==> config.mk <==
export PLATFORM = sky130hd
export DESIGN_NAME = irq_arbiter
export DESIGN_NICKNAME = d
export VERILOG_FILES = /design/src/rtl/irq_arbiter_pkg.sv /design/src/rtl/irq_arbiter_rr_pick.sv /design/src/rtl/irq_arbiter.sv
export SDC_FILE = /design/constraint.sdc
export NUM_CORES = 1
export LEC_CHECK = 0
export BUFFER_PORTS_ARGS = -buffer_cell sky130_fd_sc_hd__buf_2
export CORE_UTILIZATION = 54
export CTS_CLUSTER_SIZE = 10
export DETAILED_ROUTE_END_ITERATION = 12
export GPL_TIMING_DRIVEN = 0
export PLACE_DENSITY = 0.8
export SYNTH_ARGS = -nofsm -noshare
export SYNTH_HDL_FRONTEND = slang
export SYNTH_SLANG_ARGS = --single-unit
==> constraint.sdc <==
create_clock -name clk -period 4.1 [get_ports clk]
set_input_delay 0.205 -clock clk [delete_from_list [all_inputs] [get_ports clk]]
set_output_delay 0.205 -clock clk [all_outputs]
set_load 0.03 [all_outputs]
==> src/rtl/irq_arbiter_pkg.sv <==
// Shared state encoding and configuration register addresses for the interrupt arbiter.
package irq_arbiter_pkg;

  typedef enum logic [1:0] {
    StIdle    = 2'd0,
    StReq     = 2'd1,
    StService = 2'd2
  } state_e;

  localparam logic [1:0] CfgMask = 2'd0;
  localparam logic [1:0] CfgEdge = 2'd1;
  localparam logic [1:0] CfgPclr = 2'd2;

endpackage

==> src/rtl/irq_arbiter_rr_pick.sv <==
// Combinational round-robin selector: first set request at or after ptr, wrapping modulo N.
module irq_arbiter_rr_pick #(
  parameter int unsigned N    = 8,
  parameter int unsigned ID_W = 3
) (
  input  logic [N-1:0]    req,
  input  logic [ID_W-1:0] ptr,
  output logic [ID_W-1:0] gnt_id,
  output logic            any
);

  logic [N-1:0] w_rot;
  int unsigned  w_off;

  // Rotate so that bit 0 is the request at ptr; the scan then becomes a plain priority search.
  assign w_rot = N'({req, req} >> ptr);

  always_comb begin
    any    = 1'b0;
    w_off  = 0;
    gnt_id = '0;
    for (int unsigned k = 0; k < N; k++) begin
      if (!any && w_rot[k]) begin
        any   = 1'b1;
        w_off = k;
      end
    end
    w_off = 32'(ptr) + w_off;
    if (w_off >= N) begin
      w_off = w_off - N;
    end
    gnt_id = ID_W'(w_off);
  end

endmodule

==> src/rtl/irq_arbiter.sv <==
// Multi-source interrupt controller: synchronises, latches or tracks, masks and round-robins
// N lines onto one core request, holding the grant until end-of-interrupt.
module irq_arbiter #(
  parameter int unsigned N_SRC = 8,
  parameter int unsigned ID_W  = 3
) (
  input  logic             clk,
  input  logic             rst,
  input  logic [N_SRC-1:0] irq_src,
  input  logic             cfg_wen,
  input  logic [1:0]       cfg_addr,
  input  logic [31:0]      cfg_wdata,
  input  logic             irq_ack,
  input  logic             irq_eoi,
  output logic             interrupter,
  output logic [ID_W-1:0]  irq_id,
  output logic             irq_active,
  output logic [N_SRC-1:0] pending
);

  import irq_arbiter_pkg::*;

  logic [N_SRC-1:0] r_s1, r_s2, r_s3;
  logic [N_SRC-1:0] r_pend, r_mask, r_edge;
  logic [ID_W-1:0]  r_id, r_rr;
  state_e           r_state;

  state_e           w_state_d;
  logic [ID_W-1:0]  w_id_d, w_rr_d, w_pick;
  logic             w_any, w_eoi_fire, w_unused_wdata;
  logic [N_SRC-1:0] w_wdata, w_elig, w_set, w_clr, w_pend_d;

  assign w_wdata        = cfg_wdata[N_SRC-1:0];
  assign w_unused_wdata = ^cfg_wdata;

  always_ff @(posedge clk or negedge rst) begin
    if (!rst) begin
      r_s1 <= '0;
      r_s2 <= '0;
      r_s3 <= '0;
    end else begin
      r_s1 <= irq_src;
      r_s2 <= r_s1;
      r_s3 <= r_s2;
    end
  end

  always_ff @(posedge clk or negedge rst) begin
    if (!rst) begin
      r_mask <= '1;
      r_edge <= '0;
    end else if (cfg_wen) begin
      if (cfg_addr == CfgMask) r_mask <= w_wdata;
      if (cfg_addr == CfgEdge) r_edge <= w_wdata;
    end
  end

  // Edge bits latch with set-over-clear priority; level bits simply follow the synchroniser.
  assign w_eoi_fire = (r_state == StService) && irq_eoi;
  assign w_set      = r_s2 & ~r_s3;
  assign w_clr      = ((cfg_wen && cfg_addr == CfgPclr) ? w_wdata : '0)
                    | (w_eoi_fire ? (N_SRC'(1) << r_id) : '0);
  assign w_pend_d   = (r_edge & (w_set | (r_pend & ~w_clr))) | (~r_edge & r_s2);
  assign w_elig     = r_pend & ~r_mask;

  always_ff @(posedge clk or negedge rst) begin
    if (!rst) begin
      r_pend <= '0;
    end else begin
      r_pend <= w_pend_d;
    end
  end

  irq_arbiter_rr_pick #(
    .N    (N_SRC),
    .ID_W (ID_W)
  ) u_rr_pick (
    .req    (w_elig),
    .ptr    (r_rr),
    .gnt_id (w_pick),
    .any    (w_any)
  );

  always_comb begin
    w_state_d = r_state;
    w_id_d    = r_id;
    w_rr_d    = r_rr;
    case (r_state)
      StIdle: begin
        if (w_any) begin
          w_state_d = StReq;
          w_id_d    = w_pick;
        end
      end
      StReq: begin
        // Ack wins over a simultaneous withdrawal: the core has already taken the interrupt.
        if (irq_ack) begin
          w_state_d = StService;
          w_rr_d    = (r_id == ID_W'(N_SRC - 1)) ? '0 : r_id + ID_W'(1);
        end else if (!w_elig[r_id]) begin
          w_state_d = StIdle;
        end
      end
      StService: begin
        if (irq_eoi) w_state_d = StIdle;
      end
      default: w_state_d = StIdle;
    endcase
  end

  always_ff @(posedge clk or negedge rst) begin
    if (!rst) begin
      r_state <= StIdle;
      r_id    <= '0;
      r_rr    <= '0;
    end else begin
      r_state <= w_state_d;
      r_id    <= w_id_d;
      r_rr    <= w_rr_d;
    end
  end

  assign interrupter = (r_state == StReq);
  assign irq_active  = (r_state == StService);
  assign irq_id      = r_id;
  assign pending     = r_pend;

endmodule
==> qor.csv <==
metric,value,unit
status,"complete, no violations",
cts bufs inserted,5,
Reg2Reg Depth,12,
slew of the pin with the lowest slew margin,1.299,ns
static leakage,0.001380,µW
Avg WL per Cell,17.10,µm
layout overhead on the synthesized area,15.92,%
First-pass DRT Iterations,4,
DIE WIDTH,72.96,µm
Clock Root Buffer,clkbuf_8,
die area,0.005322,mm²
Die Height,72.96,µm
Row Count,25,
Clock Sinks,56,
WL final,5643,µm
share of cells above drive strength 1,31.18,%
RD Place Congestion,0.9374,
combinational power share,48.2,%
synthesized area,0.002719,mm²
WL met2,2770,µm
Sw Ratio,40.06,%
port bufs,35,
CTS tree,done,
most area-consuming cells after synthesis,"dfrtp_1, dfstp_2, mux2_2",
initial antenna violation count,0,
clock share of power,14.6,%
Vias/cell,6.015,
"FF+latch count, synth",56,
# DRC,0,
Int Power,1266,µW
fillers,372,
Worst-Skew Late Latency,0.30,ns
critical-path maximum fanout,10,
Design Power,2111,µW
Worst VDD drop,346.9,µV
average size of a mapped cell,12.82,µm²
CP dominant cell by count,xnor2_1,
DR vias,1985,
CTS Buffer Depth,2,
pwr dens,669.9,mW/mm²
initial DRC count,128,
Diodes inserted,0,
# IOs,60,
critical-path cell list,"buf_2, and4b_1, o41ai_1, o2111ai_1, nor4b_4, a32o_1, ha_1, inv_1, fa_1, xnor2_1, xnor2_1, mux2i_1",
Post-synth ARST share,100.0,%
post-route ant nets,0,
layout net count,317,
WL met1,2502,µm
CP max stage delay,0.56,ns
Worst Skew,0.001681,ns
Post-CTS Resized,0,
kind of end point of the critical path,flop,
WP data required,4.27,ns
highest metal used,met4,
Placeable Area,0.004786,mm²
Final HPWL DP,4123,µm
max_cap viols,0,
Total GRT Usage,23.52,%
worst hold path type,primary input to flop,
RSZ-0062 raised after global routing,false,
CP arrival,3.80,ns
Clock Pin Slew Worst Setup and Hold Paths,0.09,ns
H-tree lvl count,2,
Sw Pwr,845.7,µW
DR WL met3,253,µm
relative slew slack,13.22,%
Max Fclk,276.2,MHz
warnings from Yosys,0,
first-pass GRT wire length,9287,µm
sequential fraction of design power,37.2,%
Fin Setup TNS,0,ns
Synth area leader,dfrtp_1,
number of synthesized flops with an enable pin,0,
Final Cycle Share,88.32,%
Netlist cell types,42,
Syn Nets,267,
final-report max-slew violation count,0,
"Top FF cell, synth",dfrtp_1,
hold slack,0.09531,ns
Yosys top cell area share,44.18,%
vias in the first global route,1901,
final setup fails,0,
pin count of the biggest net entering global routing,57,
Fin. Hold Viols,0,
WS Path Type,flop to flop,
starting density of the core,56.81,%
sequential cell area fraction in the yosys report,51.91,%
fin util,65.86,%
Mapped Cells,212,
gr ovfl total,0,
worst hold path depth,2,
Setup crit start kind,flop,
crit path time final,3.621,ns
Crit-path slowest cell,o41ai_1,
through the flow:
stage | setup WS, ns | cell area [µm²] | std cells
2_1_floorplan | 1.032 | 2719 | 212
3_3_place_gp | 0.6089 | 2978 | 314
3_5_place_dp | 0.5470 | 2978 | 314
4_1_cts | 0.5009 | 3142 | 329
5_1_grt | 0.2567 | 3152 | 330
6_report | 0.4789 | 3152 | 330
kinds of logic (layout without fill, tap and decap cells):
logic type               Yosys count  count (layout)  synth area share [%]
AO/OA/AOI/OAI                     40              40                 11.18
XOR/XNOR                           2               2                0.6444
adder cells (fa/ha/maj)            8               8                 3.958
buffers and inverters             14              65                 2.347
flip-flops                        56              56                 51.91
multiplexers                      28              28                 13.58
AND/OR/NAND/NOR                   64              64                 16.38
synth_stat cells (5+ instances only):
master    number
a22o_1         6
nor4b_1        5
ha_1           7
nand3_1        6
mux2_2        17
mux4_2         5
dfrtp_1       48
and4b_1        5
nand2b_1       9
o41ai_1        8
dfstp_2        8
nor4bb_1       7
nand2_1       18
a21oi_1        8
inv_1          6
mux2i_1        5
cells in the final DEF, fill, tap and decap left out, types with 6 or more instances in the layout:
cell type,count
a21oi_1,8
a22o_1,6
buf_2,38
clkbuf_8,6
dfrtp_1,48
dfstp_2,8
dlygate4sd3_1,8
ha_1,7
inv_1,6
mux2_2,17
nand2_1,18
nand2b_1,9
nand3_1,6
nor4bb_1,7
o41ai_1,8
state kept, by name, summed over array words and instances, names as in the netlist:
signal / count
irq_id: 3
pending: 8
r_edge: 8
r_mask: 8
r_rr: 3
r_s1: 8
r_s2: 8
r_s3: 8
r_state: 2
routing by layer:
layer | global-route usage (%) | up-vias
met2 | 37.49 | 55
met3 | 4.282 | 12
met5 | 0 | -
li1 | - | 910
met4 | 8.932 | 0
met1 | 32.48 | 1008
power groups by stage:
stage          Combinational, µW  Sequential (µW)  Clock (µW)
2_1_floorplan                722              818           0
3_3_place_gp                 983              788           0
3_5_place_dp                1000              793           0
4_1_cts                     1020              783         312
5_1_grt                     1110              801         329
6_report                    1020              785         309
area by class of cell:
class	count	area, µm²	share of cell area (%)
clock buffers	7	86.33	2.739
multi-input cells	142	1244	39.46
repair buffers	43	255.2	8.098
well taps	67	83.83	2.660
flip-flops and latches	56	1411	44.78
plain buffers	7	37.54	1.191
inverters	7	26.28	0.8337
clock inverters	1	7.507	0.2382
worst max-delay path: cells and delay by family (launching register included):
kind / cells / cell delay (ns)
AO/OA/AOI/OAI: 3 / 1.15
AND/OR/NAND/NOR: 2 / 0.67
adder cells (fa/ha/maj): 2 / 0.51
flip-flops: 1 / 0.47
XOR/XNOR: 2 / 0.31
buffers and inverters: 2 / 0.26
multiplexers: 1 / 0.11
timing repair:
item | CTS | global route
hold endpoints to repair | 7 | 1
hold buffers | 7 | 1
setup buffers | 0 | 0
worst paths after layout:
check                              from         end  slack, ns
worst max-delay path            r_rr[2]   irq_id[2]       0.48
worst min register to register  r_s1[2]     r_s2[2]       0.36
max in group asynchronous           rst     r_rr[0]       3.25
worst min-delay path            irq_eoi  r_state[1]        0.1
min in group asynchronous           rst   r_edge[0]       0.13
worst max register to register  r_rr[2]   irq_id[2]       0.48
Power figures use the tool's default switching activity.
